$ cat src/rtl/fetch_buffer_pkg.sv
`default_nettype none
// ============================================================================
//  Module      : fetch_buffer_pkg
//  Description : Shared constants for the instruction-fetch front end:
//                instruction size, default reset PC and NOP encoding.
//  Revision    : 1.0 - initial release
// ============================================================================
package fetch_buffer_pkg;

    localparam int          INSTR_BYTES  = 4;
    localparam logic [31:0] DEF_RESET_PC = 32'h0000_0000;
    localparam logic [31:0] NOP_INSTR    = 32'h0000_0000;

endpackage
`default_nettype wire

$ cat src/rtl/fetch_buffer_if.sv
`default_nettype none
// ============================================================================
//  Module      : fetch_buffer_if
//  Description : Bundle of the fetch front end's bus signals.
//                imem side : imem_en, imem_addr (out), imem_rdata (in)
//                core side : redirect, redirect_pc, stall (in)
//                            instr_valid, instr, instr_pc (out)
//                master = fetch_buffer side, slave = core/memory side.
//  Revision    : 1.0 - initial release
// ============================================================================
interface fetch_buffer_if #(
    parameter int ADDR_W = 32,
    parameter int DATA_W = 32
);
    logic              imem_en;
    logic [ADDR_W-1:0] imem_addr;
    logic [DATA_W-1:0] imem_rdata;
    logic              redirect;
    logic [ADDR_W-1:0] redirect_pc;
    logic              stall;
    logic              instr_valid;
    logic [DATA_W-1:0] instr;
    logic [ADDR_W-1:0] instr_pc;

    modport master (
        output imem_en, imem_addr, instr_valid, instr, instr_pc,
        input  imem_rdata, redirect, redirect_pc, stall
    );

    modport slave (
        input  imem_en, imem_addr, instr_valid, instr, instr_pc,
        output imem_rdata, redirect, redirect_pc, stall
    );
endinterface
`default_nettype wire

$ cat src/rtl/fetch_buffer_sync_fifo.sv
`default_nettype none
// ============================================================================
//  Module      : sync_fifo
//  Description : Single-clock FIFO with flush. Pointers carry an extra wrap
//                bit so full/empty are distinguished without a counter.
//  Ports       : clk, rst (async, active low)
//                i_push/i_data, i_pop, i_flush (flush wins over push)
//                o_data (head word), o_full, o_empty, o_count
//  Revision    : 1.0 - initial release
// ============================================================================
module sync_fifo #(
    parameter int DATA_W = 32,
    parameter int DEPTH  = 4
) (
    input  logic                     clk,
    input  logic                     rst,
    input  logic                     i_push,
    input  logic [DATA_W-1:0]        i_data,
    input  logic                     i_pop,
    input  logic                     i_flush,
    output logic [DATA_W-1:0]        o_data,
    output logic                     o_full,
    output logic                     o_empty,
    output logic [$clog2(DEPTH):0]   o_count
);
    localparam int AW = $clog2(DEPTH);

    logic [DATA_W-1:0] r_mem [DEPTH];
    logic [AW:0]       r_wr_ptr;
    logic [AW:0]       r_rd_ptr;
    logic              w_wr;
    logic              w_rd;

    assign o_empty = (r_wr_ptr == r_rd_ptr);
    assign o_full  = (r_wr_ptr[AW] != r_rd_ptr[AW]) &&
                     (r_wr_ptr[AW-1:0] == r_rd_ptr[AW-1:0]);
    assign o_count = r_wr_ptr - r_rd_ptr;
    assign o_data  = r_mem[r_rd_ptr[AW-1:0]];

    // A push into a full FIFO is only accepted when the head leaves in the
    // same cycle; a pop is never applied to an empty FIFO.
    assign w_wr = i_push && (!o_full || i_pop) && !i_flush;
    assign w_rd = i_pop && !o_empty && !i_flush;

    always_ff @(posedge clk or negedge rst) begin
        if (!rst) begin
            r_wr_ptr <= '0;
            r_rd_ptr <= '0;
        end else if (i_flush) begin
            r_wr_ptr <= '0;
            r_rd_ptr <= '0;
        end else begin
            if (w_wr) r_wr_ptr <= r_wr_ptr + 1'b1;
            if (w_rd) r_rd_ptr <= r_rd_ptr + 1'b1;
        end
    end

    always_ff @(posedge clk) begin
        if (w_wr) r_mem[r_wr_ptr[AW-1:0]] <= i_data;
    end
endmodule
`default_nettype wire

$ cat src/rtl/fetch_buffer.sv
`default_nettype none
// ============================================================================
//  Module      : fetch_buffer
//  Description : Instruction-fetch front end. Issues sequential fetches to a
//                fixed-latency instruction memory under a credit scheme, tags
//                each returned word with its PC, queues it, and presents the
//                head to decode. A redirect squashes everything queued or in
//                flight and restarts fetch at the new PC in the same cycle.
//  Ports       : clk  - clock, rising edge
//                rst  - asynchronous, active-low reset
//                bus  - fetch_buffer_if.master (imem request/response,
//                       redirect/stall in, tagged instruction out)
//  Revision    : 1.0 - initial release
// ============================================================================
module fetch_buffer
    import fetch_buffer_pkg::*;
#(
    parameter int              ADDR_W   = 32,
    parameter int              DATA_W   = 32,
    parameter int              DEPTH    = 4,
    parameter int              MEM_LAT  = 1,
    parameter logic [ADDR_W-1:0] RESET_PC = ADDR_W'(DEF_RESET_PC)
) (
    input  logic           clk,
    input  logic           rst,
    fetch_buffer_if.master bus
);
    localparam int CNT_W = $clog2(DEPTH) + 1;
    localparam int OCC_W = $clog2(DEPTH + MEM_LAT + 2) + 1;

    logic [ADDR_W-1:0] r_fetch_pc;
    logic [MEM_LAT-1:0] r_fl_valid;
    logic [ADDR_W-1:0] r_fl_pc [MEM_LAT];

    logic [OCC_W-1:0]  w_inflight;
    logic [OCC_W-1:0]  w_occ;
    logic [CNT_W-1:0]  w_count;
    logic              w_empty;
    logic              w_full;
    logic              w_pop;
    logic              w_credit;
    logic [ADDR_W-1:0] w_req_addr;
    logic [ADDR_W+DATA_W-1:0] w_head;

    always_comb begin
        w_inflight = '0;
        for (int k = 0; k < MEM_LAT; k++) begin
            w_inflight = w_inflight + OCC_W'(r_fl_valid[k]);
        end
    end

    assign w_pop = !w_empty && !bus.stall && !bus.redirect;

    // Words already queued plus words still in the memory pipe must fit in
    // the FIFO; the entry leaving this cycle frees one slot.
    assign w_occ    = OCC_W'(w_count) + w_inflight;
    assign w_credit = bus.redirect || (w_occ < (OCC_W'(DEPTH) + OCC_W'(w_pop)));

    assign w_req_addr = bus.redirect ? {bus.redirect_pc[ADDR_W-1:2], 2'b00}
                                     : r_fetch_pc;

    // rst only gates the output here so no request is shown while held in
    // reset; the flops below are already frozen by the async clear.
    assign bus.imem_en   = w_credit && rst;
    assign bus.imem_addr = w_req_addr;

    always_ff @(posedge clk or negedge rst) begin
        if (!rst) begin
            r_fetch_pc <= RESET_PC;
        end else if (w_credit) begin
            r_fetch_pc <= w_req_addr + ADDR_W'(INSTR_BYTES);
        end
    end

    // Stage 0 takes the request issued this cycle (kept even on redirect);
    // older stages are squashed by a redirect.
    always_ff @(posedge clk or negedge rst) begin
        if (!rst) begin
            r_fl_valid <= '0;
            for (int k = 0; k < MEM_LAT; k++) r_fl_pc[k] <= '0;
        end else begin
            r_fl_valid[0] <= w_credit;
            r_fl_pc[0]    <= w_req_addr;
            for (int k = 1; k < MEM_LAT; k++) begin
                r_fl_valid[k] <= r_fl_valid[k-1] && !bus.redirect;
                r_fl_pc[k]    <= r_fl_pc[k-1];
            end
        end
    end

    sync_fifo #(
        .DATA_W (ADDR_W + DATA_W),
        .DEPTH  (DEPTH)
    ) u_fifo (
        .clk     (clk),
        .rst     (rst),
        .i_push  (r_fl_valid[MEM_LAT-1]),
        .i_data  ({r_fl_pc[MEM_LAT-1], bus.imem_rdata}),
        .i_pop   (w_pop),
        .i_flush (bus.redirect),
        .o_data  (w_head),
        .o_full  (w_full),
        .o_empty (w_empty),
        .o_count (w_count)
    );

    assign bus.instr_valid = !w_empty;
    assign bus.instr       = w_empty ? DATA_W'(NOP_INSTR) : w_head[DATA_W-1:0];
    assign bus.instr_pc    = w_empty ? '0 : w_head[ADDR_W+DATA_W-1:DATA_W];

    // Full is implied by the credit rule and not needed for control here.
    logic w_unused;
    assign w_unused = w_full;
endmodule
`default_nettype wire

$ cat src/flat_wrapper.sv
// flat-port wrapper written by rule: the top's interface ports become plain ports
module fetch_buffer_flat import fetch_buffer_pkg::*;
#(
    parameter int              ADDR_W   = 32,
    parameter int              DATA_W   = 32,
    parameter int              DEPTH    = 4,
    parameter int              MEM_LAT  = 1,
    parameter logic [ADDR_W-1:0] RESET_PC = ADDR_W'(DEF_RESET_PC)
)
  (clk, rst, bus_imem_en, bus_imem_addr, bus_instr_valid, bus_instr, bus_instr_pc, bus_imem_rdata, bus_redirect, bus_redirect_pc, bus_stall);
  fetch_buffer_if #(.ADDR_W(ADDR_W), .DATA_W(DATA_W)) bus_i ();
  input  logic clk;
  input  logic rst;
  output wire logic [$bits(bus_i.imem_en)-1:0] bus_imem_en;
  output wire logic [$bits(bus_i.imem_addr)-1:0] bus_imem_addr;
  output wire logic [$bits(bus_i.instr_valid)-1:0] bus_instr_valid;
  output wire logic [$bits(bus_i.instr)-1:0] bus_instr;
  output wire logic [$bits(bus_i.instr_pc)-1:0] bus_instr_pc;
  input wire logic [$bits(bus_i.imem_rdata)-1:0] bus_imem_rdata;
  input wire logic [$bits(bus_i.redirect)-1:0] bus_redirect;
  input wire logic [$bits(bus_i.redirect_pc)-1:0] bus_redirect_pc;
  input wire logic [$bits(bus_i.stall)-1:0] bus_stall;
  assign bus_imem_en = bus_i.imem_en;
  assign bus_imem_addr = bus_i.imem_addr;
  assign bus_instr_valid = bus_i.instr_valid;
  assign bus_instr = bus_i.instr;
  assign bus_instr_pc = bus_i.instr_pc;
  assign bus_i.imem_rdata = bus_imem_rdata;
  assign bus_i.redirect = bus_redirect;
  assign bus_i.redirect_pc = bus_redirect_pc;
  assign bus_i.stall = bus_stall;
  fetch_buffer #(.ADDR_W(ADDR_W), .DATA_W(DATA_W), .DEPTH(DEPTH), .MEM_LAT(MEM_LAT), .RESET_PC(RESET_PC)) u_core (.clk(clk), .rst(rst), .bus(bus_i));
endmodule
$ cat config.mk
export PLATFORM = sky130hd
export DESIGN_NAME = fetch_buffer_flat
export DESIGN_NICKNAME = d
export VERILOG_FILES = /design/src/rtl/fetch_buffer_pkg.sv /design/src/rtl/fetch_buffer_if.sv /design/src/rtl/fetch_buffer_sync_fifo.sv /design/src/rtl/fetch_buffer.sv /design/src/flat_wrapper.sv
export SDC_FILE = /design/constraint.sdc
export NUM_CORES = 1
export LEC_CHECK = 0
export BUFFER_PORTS_ARGS = -buffer_cell sky130_fd_sc_hd__buf_2
export CORE_AREA = 2 2 168 170
export CTS_BUF_LIST = sky130_fd_sc_hd__clkbuf_16
export DETAILED_ROUTE_END_ITERATION = 10
export DIE_AREA = 0 0 170 172
export GPL_TIMING_DRIVEN = 1
export PLACE_DENSITY = 0.75
export SLEW_MARGIN = 40
export SYNTH_ARGS = -nofsm -noshare
export SYNTH_HDL_FRONTEND = slang
export SYNTH_SLANG_ARGS = --single-unit
$ cat constraint.sdc
create_clock -name clk -period 6.9 [get_ports clk]
set_input_delay 1.035 -clock clk [delete_from_list [all_inputs] [get_ports clk]]
set_output_delay 1.035 -clock clk [all_outputs]
set_load 0.005 [all_outputs]
* Word level (Yosys, flattened, before mapping)
Memory sizes are Yosys's and may differ from the RTL's.
Index checks and enable logic that the tools add are counted.
** Operators by class
- Add/subtract/negate cells :: 6
- Magnitude comparators :: 1
- Equal/unequal tests :: 3
- Mux-type cells :: 9
- Reduce and logical (&&, ||, !) cells :: 16
** Operator list (count)
- 32-bit two-way mux :: 3
- 32-bit by 3-bit adder with 32-bit output, second input constant :: 1
- 3-bit two-way mux :: 4
- 1-bit logical AND :: 8
- 3-bit by 1-bit adder with 3-bit output, second input constant :: 2
- 3-bit by 1-bit adder with 4-bit output :: 1
- 3-bit by 1-bit adder with 4-bit output, first input constant :: 1
- 1-bit logical NOT :: 4
- 4-bit less-than comparator :: 1
- 2-bit nonzero test :: 2
- 3-bit equality test :: 1
- 3-bit subtractor :: 1
- 2-bit equality test :: 1
- 1-bit logical OR :: 2
- 1-bit two-way mux :: 2
- 1-bit != test :: 1
** Storage, ports and cells
- Register bits :: 71
- RAM bits :: 256
- Input port bits :: 68
- Logic and storage cells :: 41
- Memories kept :: 1
** Memory list
- u_core.u_fifo.r_mem :: words 4, bits a word 64, read ports 1, clocked after memory_dff 0, write ports 1, line fetch_buffer_sync_fifo.sv:28 : logic [DATA_W-1:0] r_mem [DEPTH];

* Logic depth before layout (Yosys ltp)
- Depth in word-level cells :: 9
- Mapped depth :: 14
- Gate-level depth less buffers :: 9

* By module
Synthesis repeated with hierarchy kept, for this count alone.
** Unflattened totals
- Cells, all modules :: 764
- Area total of the unflattened synthesis :: 13596.8 um^2
** Modules (own cells, without submodules)
- sync_fifo :: instances 1, cells each 387, area an instance 9710.6 um^2, sequential area each 7837.5 um^2
- fetch_buffer :: instances 1, cells each 377, area an instance 3886.2 um^2, sequential area each 1626.6 um^2

* Least setup slack after synthesis
Ideal clock, no wire load.
- Path type :: input to register
- From :: input port bus_redirect
- To :: memory u_core.u_fifo.r_mem[3][0] in the netlist's numbering, enable pin
- Data arrival time :: 6.313 ns
- Required time :: 6.336 ns
- Setup slack :: 0.023 ns
- Stages :: 7
- Path through :: buf_6 -> buf_12 -> buf_6 -> buf_6 -> buf_2 -> buf_1 -> nor3_1
** Between the ends
- Word-level cells in the longest chain between the ends :: 7
** Ends and longest elaborated chain
- start, declared :: line flat_wrapper.sv:20 : input wire logic [$bits(bus_i.redirect)-1:0] bus_redirect;
- 1-bit logical NOT (*) :: line fetch_buffer_sync_fifo.sv:42, fetch_buffer.sv:52
- 1-bit logical AND :: line fetch_buffer.sv:52 : assign w_pop = !w_empty && !bus.stall && !bus.redirect;
- 1-bit logical OR :: line fetch_buffer_sync_fifo.sv:42 : assign w_wr = i_push && (!o_full || i_pop) && !i_flush;
- 1-bit logical AND :: line fetch_buffer_sync_fifo.sv:42
- 1-bit logical AND (*) :: line fetch_buffer_sync_fifo.sv:42
- 1-bit two-way mux (*) :: line fetch_buffer_sync_fifo.sv:59 : if (w_wr) r_mem[r_wr_ptr[AW-1:0]] <= i_data;
- 1-bit two-way mux (implied by the code) (*) :: line fetch_buffer_sync_fifo.sv:59
- end, declared :: line fetch_buffer_sync_fifo.sv:28
Mark *: on every way between the ends. The rest lies on a longest branch, timed or not.

* Final worst setup path
- From :: register u_core.u_fifo.r_rd_ptr[0]
- To :: output port bus_imem_en
** Between the ends
- Word-level cells in the longest chain between the ends :: 8
** Ends and longest elaborated chain
- start, declared :: line fetch_buffer_sync_fifo.sv:30 : logic [AW:0] r_rd_ptr;
- start signal, assigned :: line fetch_buffer_sync_fifo.sv:54 : if (w_rd) r_rd_ptr <= r_rd_ptr + 1'b1;
- branches (longest 5 deep; another with 3-bit by 1-bit adder with 4-bit output)
- 4-bit less-than comparator (*) :: line fetch_buffer.sv:57 : assign w_credit = bus.redirect || (w_occ < (OCC_W'(DEPTH) + OCC_W'(w_pop)));
- 1-bit logical OR (*) :: line fetch_buffer.sv:57
- named net u_core.w_credit :: line fetch_buffer.sv:41 : logic w_credit;
- 1-bit logical AND (*) :: line fetch_buffer.sv:64 : assign bus.imem_en = w_credit && rst;
- end, declared :: line flat_wrapper.sv:14 : output wire logic [$bits(bus_i.imem_en)-1:0] bus_imem_en;
Mark *: on every way through the listed nets, which the timed path passes.

==> impl_metrics.ini <==
[critical_path]
critPathLaunchType = flip-flop
rr_worst_depth = 9
critPathKind = flip-flop to output port
required_ns = 5.86
rrSetupSlack_ns = 3.38
worstReg2RegStart = u_core.u_fifo.r_rd_ptr[0]
arrival_ns = 3.92
crit_fanout = 57
critPathCaptureType = output port
timing.rr.end = u_core.r_fetch_pc[18]

[clock_tree]
cts.clk_slew.worst_paths_ns = 0.06
cts_tree = done
hold_buffers = 0
cts_buffer_depth = 3
worstSkewPairLatency_ns = 0.49
cts_num_sinks = 327
cts_buffers = 34
cts_setup_buffers = 0
clockRootBuffer = clkbuf_16
cts_resized = 0
htree_levels = 2

[global_routing]
grt_pass1_vias = 7180
grt_max_degree = 73
grt_pass1_wl_um = 39500
antenna_found_initial = 0
grt.overflow.total = 0
grt_usage = 0.177

[place]
place_area_um2 = 14700
io_buffer_count = 163
place_ws_ns = 2.51
dpl.hpwl_um = 15600
globalplace.congestion = 0.844
placed_cells = 1241

[synthesis]
syn_inst = 761
synth_async_sr_flop_share = 0.217
syn_avg_cell_area_um2 = 17.7
synth_edf_count = 256
synthesis.nets = 840
ys_ff_latch = 327
synth_cell_types = 63
syn_area_um2 = 13500
ys.flop_type = edfxtp_1
yosysSeqAreaShare = 0.702
synth_warnings = 0

[finish]
nets = 1011
fillers = 2096
register_area_um2 = 9470
fin_util = 0.574
antennaDiodeCount = 0
multi_input_area_um2 = 3760
area_growth_pct = 17.0
instances_no_fill = 1303
fin_area_um2 = 15800
drive_above_1_share = 0.357

[drt]
via_count = 7136
antenna_left = 0
dr.pass1.iters = 5
post-route-drc-count = 0
wl_per_cell_um = 19.3
routed_via_density = 5.48
drt_iter0_markers = 592
drt_wl_total_um = 25200

[floorplanning]
fp.dieH_um = 172
initial_core_util = 0.490
rows = 61
die_area_um2 = 29200
io_pins = 166
design.core.area_um2 = 27500
die_w_um = 170

[status]
outcome = complete, no violations

[power_and_ir_drop]
p_leak_nw = 5.71
worst_ir_drop_vdd_mv = 0.238
finalPower_mw = 6.63
power_density_nw_per_um2 = 420

[timing]
final_max_slew_viol_count = 0
fmax_ghz = 0.202
layout_setup_ws_ns = 1.95
finClkSkew_ns = 0.0139
hold-worst-slack_ns = 0.476
grt_setup_unrepaired = false
period_share = 0.718
tightestPinTransition_ns = 0.739
finalHoldViolations = 0
period_needed_ns = 4.95
finalSetupTns_ns = 0
max-slew-margin-rel = 0.507
finalSetupViolations = 0

[min_path]
min_path_type = flip-flop to flip-flop
holdPathEnd = u_core.r_fetch_pc[30]
hold_start = u_core.r_fetch_pc[30]
holdPathStages = 2

[flow_run]
max-cap-violations = 0
==> Yosys cell counts, types with 2 or more instances <==
| cell | number | area [um2] |
|---|---|---|
| nor2_1 | 14 | 52.6 |
| o21ai_2 | 2 | 17.5 |
| a31oi_1 | 2 | 12.5 |
| edfxtp_1 | 256 | 7690 |
| a31o_2 | 4 | 35.0 |
| a222oi_1 | 2 | 20.0 |
| a22oi_2 | 2 | 25.0 |
| o21ai_1 | 8 | 40.0 |
| and2_1 | 7 | 43.8 |
| buf_2 | 11 | 55.1 |
| inv_1 | 13 | 48.8 |
| buf_6 | 5 | 56.3 |
| and4_1 | 4 | 35.0 |
| dfrtp_1 | 71 | 1780 |
| nand2_1 | 43 | 161 |
| mux2_2 | 26 | 293 |
| nand3b_1 | 5 | 37.5 |
| nand4_1 | 9 | 56.3 |
| xnor3_1 | 2 | 45.0 |
| mux4_2 | 64 | 1440 |
| mux2i_1 | 4 | 40.0 |
| nand3_1 | 11 | 55.1 |
| nor3_1 | 2 | 10.0 |
| buf_4 | 4 | 30.0 |
| o31ai_1 | 6 | 45.0 |
| ha_1 | 10 | 125 |
| xor2_1 | 12 | 105 |
| clkbuf_1 | 17 | 63.8 |
| and3_1 | 3 | 18.8 |
| nand4b_1 | 5 | 43.8 |
| xnor2_1 | 10 | 87.6 |
| o21ai_0 | 16 | 80.1 |
| nor2b_1 | 72 | 450 |
| a21oi_1 | 10 | 50.1 |
==> cells by family (layout without fill, tap and decap cells) <==
kind of cell,count (synthesis),after routing,share of synthesized area
xor+xnor,25,25,0.0189
compound gates,68,68,0.0376
buf+inv,52,248,0.0206
flops,327,327,0.702
simple gates,182,182,0.0760
fa+ha+maj,11,11,0.0108
mux,96,96,0.134
==> worst max-delay path, stage by stage, from the launching register on <==
cell     delay, ns
dfrtp_4       0.69
ha_1          0.23
inv_1         0.05
fa_1          0.52
ha_1          0.20
xnor3_1       0.45
o31ai_4       0.20
buf_4         0.49
inv_1         0.23
and2_1        0.22
buf_2         0.12
==> per-layer routing <==
layer	wire length, um	up-vias	track usage
met4	376	0	0.0442
met1	11200	3584	0.247
met3	1480	33	0.0341
met2	12100	237	0.291
met5	0	-	0
li1	-	3282	-
==> worst max path at each step <==
stage,end,startpoint,slack (ns)
after floorplan,u_core.u_fifo.r_mem[3][0],bus_redirect,0.02
after global placement,bus_imem_en,u_core.u_fifo.r_rd_ptr[0],2.61
after detailed placement,bus_imem_en,u_core.u_fifo.r_rd_ptr[0],2.51
after CTS,bus_imem_en,u_core.u_fifo.r_rd_ptr[0],1.88
after global routing,bus_imem_en,u_core.u_fifo.r_rd_ptr[0],1.72
final,bus_imem_en,u_core.u_fifo.r_rd_ptr[0],1.95
==> power by group <==
| part | total [mW] | internal (mW) | leakage (nW) | switching (mW) |
|---|---|---|---|---|
| Clock | 1.78 | 1.07 | 0.564 | 0.710 |
| Combinational | 1.97 | 0.912 | 1.94 | 1.06 |
| Sequential | 2.87 | 2.65 | 3.21 | 0.216 |
| Total | 6.63 | 4.64 | 5.71 | 1.99 |
==> registers in the layout, indices dropped and copies added, names as in the netlist <==
register / flops
u_core.r_fetch_pc: 32
u_core.r_fl_pc: 32
u_core.r_fl_valid: 1
u_core.u_fifo.r_mem: 256
u_core.u_fifo.r_rd_ptr: 3
u_core.u_fifo.r_wr_ptr: 3
==> final cells by class <==
class,count,share of cell area
clock inverters,26,0.0148
inverters,13,0.00309
multi-input cells,382,0.238
repair buffers,174,0.0601
flip-flops and latches,327,0.601
well taps,346,0.0275
clock buffers,35,0.0555
==> cells in the final DEF, fill, tap and decap left out, types with 3 or more instances in the layout <==
master | Yosys | final
edfxtp_1 | 256 | 256
buf_2 | 11 | 163
nor2b_1 | 72 | 72
dfrtp_1 | 71 | 69
mux4_2 | 64 | 64
nand2_1 | 43 | 43
clkbuf_16 | 0 | 35
mux2_2 | 26 | 26
inv_1 | 13 | 19
o21ai_0 | 16 | 16
nor2_1 | 14 | 14
xor2_1 | 12 | 12
nand3_1 | 11 | 11
xnor2_1 | 10 | 10
a21oi_1 | 10 | 10
ha_1 | 10 | 10
nand4_1 | 9 | 9
o21ai_1 | 8 | 8
clkinv_2 | 0 | 6
nand4b_1 | 5 | 5
nand3b_1 | 5 | 5
o31ai_1 | 6 | 5
clkinv_1 | 0 | 5
buf_4 | 4 | 5
mux2i_1 | 4 | 4
and4_1 | 4 | 4
a31o_2 | 4 | 4
bufinv_16 | 0 | 4
and2_1 | 7 | 3
and2_4 | 0 | 3
and3_1 | 3 | 3
buf_6 | 5 | 3
buf_12 | 1 | 3
Note: power is estimated with default switching activity, not from simulation.
